<file path="config.mk">
export PLATFORM = sky130hd
export DESIGN_NAME = led_row_scan_ctrl
export DESIGN_NICKNAME = d
export VERILOG_FILES = /design/src/rtl/screen_pkg.sv /design/src/rtl/row_buffer.sv /design/src/rtl/led_row_scan_ctrl.sv
export SDC_FILE = /design/constraint.sdc
export NUM_CORES = 1
export LEC_CHECK = 0
export ABC_AREA = 1
export CAP_MARGIN = 10
export CELL_PAD_IN_SITES_DETAIL_PLACEMENT = 0
export CELL_PAD_IN_SITES_GLOBAL_PLACEMENT = 1
export CORE_MARGIN = 1.5
export CORE_UTILIZATION = 24
export CTS_BUF_LIST = sky130_fd_sc_hd__clkbuf_16
export DETAILED_ROUTE_END_ITERATION = 12
export PLACE_DENSITY_LB_ADDON = 0.1
export SYNTH_ARGS = -nofsm -noshare
export SYNTH_HDL_FRONTEND = slang
export SYNTH_SLANG_ARGS = --single-unit
</file>
<file path="constraint.sdc">
create_clock -name i_clk -period 1.51 [get_ports i_clk]
set_input_delay 0.2265 -clock i_clk [delete_from_list [all_inputs] [get_ports i_clk]]
set_output_delay 0.2265 -clock i_clk [all_outputs]
set_load 0.005 [all_outputs]
</file>
<file path="src/rtl/screen_pkg.sv">
// Shared types and helpers for the LED row-scan controller.
//   - scan_state_e : blanking / showing phase of the row scan
//   - ROW_W, BYTE_W: row-index and column-byte widths
//   - row_inc()    : row index increment that wraps at the configured row count
package screen_pkg;

  localparam int unsigned ROW_W  = 3;
  localparam int unsigned BYTE_W = 8;

  typedef enum logic [0:0] {
    StBlank,
    StShow
  } scan_state_e;

  // Wraps at rows-1 rather than at the natural 3-bit boundary.
  function automatic logic [ROW_W-1:0] row_inc(input logic [ROW_W-1:0] idx,
                                               input int unsigned      rows);
    if (32'(idx) + 32'd1 >= rows) begin
      return '0;
    end
    return idx + ROW_W'(1);
  endfunction

endpackage

</file>
<file path="src/rtl/row_buffer.sv">
// Frame buffer of ROWS column bytes.
// Ports:
//   i_clk, i_rst  : clock, synchronous active-high reset (clears every row)
//   i_wr_en       : write strobe; rows at or above ROWS match no entry and are ignored
//   i_wr_row      : write row index
//   i_wr_data     : write byte
//   i_rd_row      : read row index
//   o_rd_data     : read byte, with write-through when writing the row being read
module row_buffer
  import screen_pkg::*;
#(
  parameter int unsigned ROWS = 6
) (
  input  logic              i_clk,
  input  logic              i_rst,
  input  logic              i_wr_en,
  input  logic [ROW_W-1:0]  i_wr_row,
  input  logic [BYTE_W-1:0] i_wr_data,
  input  logic [ROW_W-1:0]  i_rd_row,
  output logic [BYTE_W-1:0] o_rd_data
);

  logic [BYTE_W-1:0] r_mem [ROWS];

  always_ff @(posedge i_clk) begin
    if (i_rst) begin
      for (int i = 0; i < int'(ROWS); i++) begin
        r_mem[i] <= '0;
      end
    end else if (i_wr_en) begin
      for (int i = 0; i < int'(ROWS); i++) begin
        if (i_wr_row == ROW_W'(i)) begin
          r_mem[i] <= i_wr_data;
        end
      end
    end
  end

  always_comb begin
    o_rd_data = '0;
    for (int i = 0; i < int'(ROWS); i++) begin
      if (i_rd_row == ROW_W'(i)) begin
        o_rd_data = r_mem[i];
      end
    end
    // Bypass so a row latched in the same cycle it is written shows the new byte.
    if (i_wr_en && (i_wr_row == i_rd_row)) begin
      o_rd_data = i_wr_data;
    end
  end

endmodule

</file>
<file path="src/rtl/led_row_scan_ctrl.sv">
// Row-scan controller: time-multiplexes a frame of row bytes onto shared column drivers,
// with a blanking gap between rows to suppress ghosting.
// Ports:
//   i_clk, i_rst           : clock, synchronous active-high reset
//   i_wr_en/_row/_data     : frame buffer write request
//   o_wr_ack, o_wr_err     : 1-cycle accept / reject (row >= ROWS) pulse after a write
//   o_cols                 : column byte of the lit row (0 while blanking)
//   o_row_sel              : one-hot row enable (0 while blanking)
//   o_row_idx              : current (or next, while blanking) row index
//   o_frame_tick           : 1-cycle pulse on the first blank cycle of each new frame
module led_row_scan_ctrl
  import screen_pkg::*;
#(
  parameter int unsigned ROWS     = 6,
  parameter int unsigned SCAN_DIV = 1024,
  parameter int unsigned BLANK    = 16
) (
  input  logic              i_clk,
  input  logic              i_rst,
  input  logic              i_wr_en,
  input  logic [ROW_W-1:0]  i_wr_row,
  input  logic [BYTE_W-1:0] i_wr_data,
  output logic              o_wr_ack,
  output logic              o_wr_err,
  output logic [BYTE_W-1:0] o_cols,
  output logic [ROWS-1:0]   o_row_sel,
  output logic [ROW_W-1:0]  o_row_idx,
  output logic              o_frame_tick
);

  localparam int unsigned DwellMax  = (SCAN_DIV > BLANK) ? SCAN_DIV : BLANK;
  localparam int unsigned CntW      = (DwellMax > 1) ? $clog2(DwellMax) : 1;
  localparam logic [CntW-1:0] BlankLast = CntW'(BLANK - 1);
  localparam logic [CntW-1:0] ShowLast  = CntW'(SCAN_DIV - 1);

  scan_state_e       r_state;
  logic [CntW-1:0]   r_cnt;
  logic [ROW_W-1:0]  r_row_idx;
  logic [BYTE_W-1:0] r_cols;
  logic [ROWS-1:0]   r_row_sel;
  logic              r_wr_ack;
  logic              r_wr_err;
  logic              r_frame_tick;

  logic              w_wr_valid;
  logic [BYTE_W-1:0] w_rd_data;

  assign w_wr_valid = i_wr_en && (32'(i_wr_row) < ROWS);

  row_buffer #(
    .ROWS(ROWS)
  ) u_row_buffer (
    .i_clk     (i_clk),
    .i_rst     (i_rst),
    .i_wr_en   (w_wr_valid),
    .i_wr_row  (i_wr_row),
    .i_wr_data (i_wr_data),
    .i_rd_row  (r_row_idx),
    .o_rd_data (w_rd_data)
  );

  always_ff @(posedge i_clk) begin
    if (i_rst) begin
      r_state      <= StBlank;
      r_cnt        <= '0;
      r_row_idx    <= '0;
      r_cols       <= '0;
      r_row_sel    <= '0;
      r_wr_ack     <= 1'b0;
      r_wr_err     <= 1'b0;
      r_frame_tick <= 1'b0;
    end else begin
      r_wr_ack     <= w_wr_valid;
      r_wr_err     <= i_wr_en && !w_wr_valid;
      r_frame_tick <= 1'b0;
      case (r_state)
        StBlank: begin
          if (r_cnt == BlankLast) begin
            r_cols    <= w_rd_data;
            r_row_sel <= ROWS'(1) << r_row_idx;
            r_cnt     <= '0;
            r_state   <= StShow;
          end else begin
            r_cnt <= r_cnt + CntW'(1);
          end
        end
        StShow: begin
          if (r_cnt == ShowLast) begin
            r_cols       <= '0;
            r_row_sel    <= '0;
            r_cnt        <= '0;
            r_state      <= StBlank;
            r_row_idx    <= row_inc(r_row_idx, ROWS);
            r_frame_tick <= (32'(r_row_idx) == ROWS - 1);
          end else begin
            r_cnt <= r_cnt + CntW'(1);
          end
        end
        default: r_state <= StBlank;
      endcase
    end
  end

  assign o_wr_ack     = r_wr_ack;
  assign o_wr_err     = r_wr_err;
  assign o_cols       = r_cols;
  assign o_row_sel    = r_row_sel;
  assign o_row_idx    = r_row_idx;
  assign o_frame_tick = r_frame_tick;

endmodule

</file>
==> results list, run 1 <==
* CP Data Arrival Time: 1880 ps
- After synthesis, the cell types taking the most area are sky130_fd_sc_hd__edfxtp_1 37%, sky130_fd_sc_hd__dfxtp_1 16%, sky130_fd_sc_hd__nand2_1 13%, sky130_fd_sc_hd__nor2_1 11%, sky130_fd_sc_hd__inv_1 6.3%.
- After clock tree synthesis, the flow added hold-fix buffers numbering 0.
- Via count of the first global-routing pass: 3271
- The setup check on the worst reg-to-reg path leaves a slack of -80 ps.
- Die Area: 17000 sq um
* Flip-flop and latch count after synthesis: 79
- The first global-routing pass estimated 17400 um of wire.
- On the critical path, the stage with the largest delay is an instance of sky130_fd_sc_hd__dfxtp_4.
- TritonCTS created 9 clock buffers.
- Worst-path fanout max: 5
* Gp weighted congestion: 0.738
- The synthesized netlist occupies a cell area of 3900 sq um.
- The first routing iteration left 157 violations.
- Number of fill cells in the layout: 1683
* Count of mapped cells out of synthesis: 491
- Walking the worst path, the cells encountered are buf_6 > inv_6 > ha_4 > inv_2 > nor2_4 > buf_6 > nand2_2 > nand3_2 > nand2_2 > nand2_1 > nand2_1 > nand2_1 > nand2_1 > nand2_1.
* Residual antenna-violating net count after detailed routing: 0
- The worst pin sits at a relative slew slack of 0.776.
- Netlist cell types: 33
- Outcome: finished with violations
* Initial DRT Pass Iterations: 4
* Hold slack final: 442 ps
* Initial core utilization: 0.246
- Clock slew seen by the registers of the worst setup and hold paths: 60 ps
* Biggest area consumer among synthesized cells: sky130_fd_sc_hd__edfxtp_1
- Final worst setup slack: -84.3 ps
* Setup-failing EPs final: 8
- For this design the ratio of total power to cell area is 876 nW/um^2.
* Number of hold-slack violations in the final timing report: 0
- The final reports fail on setup timing.
* Clock latency on the worst-skew pair: 340 ps
- In this design, the largest share of critical-path delay is due to simple AND/OR/NAND/NOR gates.
* Share of cells above drive strength 1: 0.264
* Remaining DRCs: 0
- Category of the worst setup path launch point: register
* Maximum count of clock buffers along a single path: 2
* Final critical-path required period: 1590 ps
- After detailed routing, the average wire length per cell comes to 13.8 um.
- During I/O placement, the number of pins put on the boundary was 34.
* Total congestion overflow: 0
- Final standard cell count with taps included and fillers excluded: 811
* DR vias/cell: 4.16
- P&R area growth vs syn: 48.5%
* Setup repair after global routing missed its margin: yes
- The number of buffers and inverters on the critical path is 4.
- The count of buffers added on input and output ports is 33.
- Dividing the final minimum period by the clock period gives 1.06.
- Routed wire length: 11200 um
* Tightest Pin Transition: 336 ps
- The tree is rooted in a sky130_fd_sc_hd__clkbuf_16.
- Total via count in the routed design: 3376
- The initialized floorplan defines 46 standard-cell rows.
* Class of the tightest hold or removal check: register to register
- Setup Skew: 5.41 ps
- Data on the critical path is required at its endpoint by 1800 ps.
- Count of inserted antenna diode cells: 0
- For the worst flop-to-flop path, the logic depth is 14.
- At the placement stage, the worst setup path has a slack of -231 ps.
- Number of gates on the worst path with buffers counted: 14
- Static timing analysis puts the maximum clock frequency at 627 MHz.
* Overall fraction of global-route tracks in use: 0.139
- Final slew viol count: 0
- Syn nets: 512
* Classification of the worst setup path: register to register
* Crit end category: register
* Maximum number of pins on one net before global-route repair: 17
- Die Y: 131 um
- Largest vdd supply drop: 0.617 mV
- Number of placed instances with taps included: 778
- TritonCTS built the clock tree.
- The share of the Yosys chip area taken by registers is 0.528.
- The number of antenna violations at the first check in global routing was 0.
- Hold_sp: o_cols[4]
* Post-synth top area share: 0.369
- Total power for the finished layout comes to 5080 uW.
* Die width: 131 um
* Cell leakage power: 0.00258 uW
- The HPWL after detailed placement is 7640 um.
* Final net count: 611
- Num Clock Sinks: 79
* Worst Hold Path Cells: 2
* Max incr delay on CP: 350 ps
* Placeable Area: 15900 sq um
* Source of the critical timing path: o_row_idx[0]
* Most common cell on crit path: sky130_fd_sc_hd__nand2_1
- Reg-to-Reg Start: o_row_idx[0]
- Number of warnings printed during yosys synthesis: 0
- Average size of a mapped cell: 7.95 sq um
- H-tree levels: 3
- Max-cap violation count: 0
==> through the flow <==
step / utilization / setup TNS (ps) / instance area, sq um
after global routing: 0.365 / -1430 / 5800
after detailed placement: 0.314 / -16100 / 4990
after global placement: 0.314 / -15320 / 4990
final: 0.365 / -397 / 5800
after CTS: 0.344 / -444 / 5460
after floorplan: - / 0 / 3910
==> cell usage in the layout (no fill, tap or decap), types with 10 or more instances in the layout <==
master / count
sky130_fd_sc_hd__clkdlybuf4s50_1: 30
sky130_fd_sc_hd__nand2_2: 25
sky130_fd_sc_hd__nand2_1: 107
sky130_fd_sc_hd__a21oi_1: 10
sky130_fd_sc_hd__inv_2: 10
sky130_fd_sc_hd__inv_1: 59
sky130_fd_sc_hd__edfxtp_1: 48
sky130_fd_sc_hd__buf_4: 34
sky130_fd_sc_hd__nor2_1: 111
sky130_fd_sc_hd__nand3_1: 18
sky130_fd_sc_hd__dfxtp_1: 26
sky130_fd_sc_hd__clkbuf_16: 10
sky130_fd_sc_hd__buf_12: 16
sky130_fd_sc_hd__buf_6: 11
==> final timing paths <==
check,endpoint
setup / recovery,o_cols[2]
hold / removal,o_cols[4]
setup reg to reg,o_cols[2]
hold reg to reg,o_cols[4]
==> per-layer routing <==
metal	vias to the layer above	GRT usage	wire length, um
li1	1729	-	-
met1	1578	0.180	5330
met2	60	0.227	5280
met3	9	0.0362	436
met4	0	0.0446	151
met5	-	0	0
==> layout make-up <==
type	instances	area [sq um]	share of cell area
sequential	79	2070	0.357
multi-input combinational	328	1750	0.302
timing repair buffer	97	1090	0.189
inverter	74	297	0.0511
tap	216	270	0.0466
clock buffer	9	225	0.0388
clock inverter	7	80.1	0.0138
timing repair inverter	1	11.3	0.00194
==> repair_timing <==
| action | CTS | global route |
|---|---|---|
| pin swaps | 16 | 37 |
| cloned | 1 | 2 |
| buffers inserted | 7 | 10 |
| gates resized for setup | 28 | 73 |
| setup endpoints to repair | 12 | 26 |
==> where the power goes <==
part | switching (uW) | internal (uW)
Clock | 872 | 1420
Sequential | 29.5 | 2380
Combinational | 208 | 171
==> Yosys cell counts, drive strengths merged <==
library cell and n:
nor4 1, dfxtp 31, edfxtp 48, buf 9
inv 70, clkinv 4, o22ai 6, o211ai 1
xnor2 4, nand3 28, o21ai 1, nand2 135
nor3b 2, nand4 3, a31oi 1, clkbuf 1
xor2 3, nor2 119, a21oi 11, ha 7
o31ai 1, nor3 5
==> worst register-to-register path: stages (launching register included) <==
cell	delay [ps]
sky130_fd_sc_hd__dfxtp_4	350
sky130_fd_sc_hd__buf_6	130
sky130_fd_sc_hd__inv_6	60
sky130_fd_sc_hd__ha_4	130
sky130_fd_sc_hd__inv_2	40
sky130_fd_sc_hd__nor2_4	210
sky130_fd_sc_hd__buf_6	170
sky130_fd_sc_hd__nand2_2	50
sky130_fd_sc_hd__nand3_2	60
sky130_fd_sc_hd__nand2_2	60
sky130_fd_sc_hd__nand2_1	70
sky130_fd_sc_hd__nand2_1	60
sky130_fd_sc_hd__nand2_1	60
sky130_fd_sc_hd__nand2_1	60
sky130_fd_sc_hd__nand2_1	60
==> flip-flops by register name, summed over array words and instances (netlist names) <==
| name | cells |
|---|---|
| r_state | 1 |
| o_wr_ack | 1 |
| o_row_idx | 3 |
| o_frame_tick | 1 |
| o_row_sel | 6 |
| o_wr_err | 1 |
| u_row_buffer.r_mem | 48 |
| r_cnt | 10 |
| o_cols | 8 |
==> kinds of logic after synthesis <==
logic type | count (synthesis) | synth area share
flops | 79 | 0.528
compound gates | 21 | 0.0314
xor+xnor | 7 | 0.0176
fa+ha+maj | 7 | 0.0224
simple gates | 293 | 0.311
buf+inv | 84 | 0.0891
Power figures use the tool's default switching activity.
==> run 2, diff against run 1 <==
--- a/config.mk
+++ b/config.mk
@@ -13,7 +13,7 @@
 export CORE_UTILIZATION = 24
 export CTS_BUF_LIST = sky130_fd_sc_hd__clkbuf_16
 export DETAILED_ROUTE_END_ITERATION = 12
-export PLACE_DENSITY_LB_ADDON = 0.1
+export PLACE_DENSITY_LB_ADDON = 0.08
 export SYNTH_ARGS = -nofsm -noshare
 export SYNTH_HDL_FRONTEND = slang
 export SYNTH_SLANG_ARGS = --single-unit
==> run 2 against run 1 <==
The run still ends with setup timing left; non-clock buffer count rose by 1; sequential power about the same; flip-flop and latch count unchanged; first-iteration DRC count shrank 27%; combinational power down 3%; critical path depth stayed put; highest routed layer unchanged.
==> results list, run 2 (synthesis gave the netlist of run 1 again) <==
* Part of the cycle the worst path needs: 1.04
* Clock slew seen by the registers of the worst setup and hold paths: 60 ps
- In this run the tool buffered the top-level ports with 33 buffer cells.
- Maximum count of clock buffers along a single path: 2
* Class of the tightest hold or removal check: register to register
* Number of hold-slack violations in the final timing report: 0
* Remaining max-slew budget at the tightest pin: 0.760
- Antenna violations before repair: 0
- CTS root buffer: sky130_fd_sc_hd__clkbuf_16
- In this run, post-CTS hold repair placed 0 buffers.
- For this run, design rule violations remaining after detail routing come to 0.
- Detailed-route wire length per cell: 13.8 um
- Max-cap violation count: 0
* Final non-filler cell area: 5810 sq um
- Summed over all cells, the static leakage comes to 0.00260 uW.
* Crit end category: register
- CTS tree: built
* Number of placed instances with taps included: 782
* CP Data Arrival Time: 1810 ps
- Max FFs per register: 48
* Hold_sp: o_cols[4]
- After the last flow step, the layout net total stands at 613.
- Measured in cells, the most critical reg-to-reg path has a length of 14.
- Most used cells in the layout excluding fill and tap cells: 123 x sky130_fd_sc_hd__nand2_1, 97 x sky130_fd_sc_hd__nor2_1, 62 x sky130_fd_sc_hd__inv_1
- The repair_antennas step left the layout with diodes totalling 0.
- Overall fraction of global-route tracks in use: 0.144
* Placeable Area: 15900 sq um
- Wire length of the first global-routing pass: 17900 um
* Worst-case hold path end point: o_cols[4]
- Combinational share of power: 0.072
- In this run the critical register-to-register path is captured at o_cols[4].
* Final worst setup slack: -53.4 ps
- Setup repair after global routing could not meet its margin everywhere.
- Initial core utilization: 0.246
* Register containing the most flip-flops in the final layout: u_row_buffer.r_mem
* Total congestion overflow: 0
* Clock latency on the worst-skew pair: 340 ps
- For this block, the routed nets add up to 11200 um of wire.
- Residual antenna-violating net count after detailed routing: 0
- Using the TritonRoute via totals, the vias-per-cell ratio works out to 4.10.
- Total clock buffers created by CTS: 9
- Leaving out fill and tap cells, the most frequent cell in the layout is sky130_fd_sc_hd__nand2_1.
- The share of total power dissipated in sequential elements is 0.470.
- Via count of the first global-routing pass: 3324
* Classification of the worst setup path: register to register
* H-tree levels: 3
- Of the cells placed in the final design, the portion with a size suffix greater than 1 is 0.253.
- The internal power of the cells totals 3980 uW.
- The run finished, with violations left.
- Num Clock Sinks: 79
* Die width: 131 um
- At the pin with the least slew margin, the transition time is 360 ps.
- For this design the top-level I/O count stands at 34.
- Power density over the cells: 883 nW/um^2
- Detailed-placement wirelength estimate: 7730 um
* Rows: 46
* Reg-to-Reg Start: o_row_idx[0]
- Violated checks: setup timing
- Final standard cell count with taps included and fillers excluded: 813
- Initial DRC Count: 114
- Category of the worst setup path launch point: register
- Worst Hold Path Cells: 2
* P&R area growth vs syn: 48.8%
- Placement-stage cell area: 5020 sq um
* Highest clock frequency the design can meet: 640 MHz
- Setup-failing EPs final: 8
- Switching power: 1150 uW
- Flop-to-flop setup slack: -50 ps
- Gp weighted congestion: 0.749
- Initial DRT Pass Iterations: 4
- Of the total power, the share spent switching nets is 0.224.
- Final slew viol count: 0
- Setup Skew: 4.12 ps
* Clock Power Share: 0.459
- Maximum number of pins on one net before global-route repair: 17
- Endpoint required time on the critical path: 1750 ps
- Total via count in the routed design: 3333
* Worst-path fanout max: 5
* Final critical-path required period: 1560 ps
- The die is 131 um tall.
* Largest vdd supply drop: 0.515 mV
* Number of fill cells in the layout: 1665
- Die Area: 17000 sq um
==> run 2: cell count changes in the layout (fill, tap and decap cells not counted), sizes merged <==
cell / change
nor2: +2
clkinv: -2
clkinvlp: +2
inv: -1
clkbuf: -1
buf: +2
==> run 2: layer usage <==
| metal | share of wire | up-vias | track usage |
|---|---|---|---|
| met2 | 0.47 | 40 | 0.232 |
| met1 | 0.48 | 1546 | 0.187 |
| met3 | 0.033 | 12 | 0.0371 |
| met5 | 0 | - | 0 |
| li1 | - | 1735 | - |
| met4 | 0.016 | 0 | 0.0491 |
==> run 2: through the flow <==
step / setup TNS [ps] / total power [uW] / utilization / hold WS [ps] / setup WS [ps]
floorplan: 0 / 2610 / - / 298 / 44.4
global placement: -15690 / 2810 / 0.316 / 439 / -229
detailed placement: -16730 / 2810 / 0.316 / 440 / -247
CTS: -391 / 5200 / 0.358 / 454 / -72.3
global route: -1270 / 5350 / 0.366 / 475 / -165
finish: -333 / 5130 / 0.366 / 447 / -53.4
==> run 2: layout make-up <==
class	instances	area [sq um]	share of cell area
Timing Repair Buffer	98	1090	0.187
Sequential cell	79	2070	0.357
Clock inverter	7	88.8	0.0153
Clock buffer	9	225	0.0388
Tap cell	216	270	0.0465
Multi-Input combinational cell	330	1760	0.303
Inverter	74	305	0.0526
==> run 2: how the worst max path moves through the flow <==
stage | from | to | slack [ps] | depth (start not counted)
after floorplan | o_row_idx[1] | o_cols[0] | 40 | 13
after global placement | i_wr_row[1] | o_cols[5] | -230 | 8
after detailed placement | i_wr_row[1] | o_cols[5] | -250 | 8
after CTS | o_row_idx[0] | o_cols[2] | -70 | 14
after global routing | o_row_idx[1] | o_cols[7] | -170 | 12
final | o_row_idx[0] | o_cols[4] | -50 | 14
==> run 2: worst max-delay path, cell delays in order (launching register included) <==
cell,delay (ps)
sky130_fd_sc_hd__dfxtp_4,360
sky130_fd_sc_hd__buf_6,110
sky130_fd_sc_hd__inv_6,40
sky130_fd_sc_hd__ha_4,160
sky130_fd_sc_hd__buf_6,120
sky130_fd_sc_hd__nand2_8,90
sky130_fd_sc_hd__buf_6,110
sky130_fd_sc_hd__buf_12,110
sky130_fd_sc_hd__nand2_1,50
sky130_fd_sc_hd__inv_1,40
sky130_fd_sc_hd__nand2_1,50
sky130_fd_sc_hd__nand2_1,80
sky130_fd_sc_hd__nand2_1,50
sky130_fd_sc_hd__nand2_1,50
sky130_fd_sc_hd__nand2_1,40
==> run 2: power by group through the flow <==
stage / Sequential (uW) / Combinational [uW] / Clock [uW]
global route: 2420 / 411 / 2520
finish: 2410 / 367 / 2350
global placement: 2450 / 358 / 0
floorplan: 2450 / 159 / 0
CTS: 2410 / 364 / 2430
detailed placement: 2450 / 358 / 0
==> run 2: what timing repair did <==
| item | 4_1_cts | 5_1_grt |
|---|---|---|
| pin swaps | 15 | 29 |
| setup buffers | 11 | 2 |
| cloned | 5 | 0 |
| setup endpoints to repair | 11 | 30 |
| gates resized for setup | 51 | 46 |
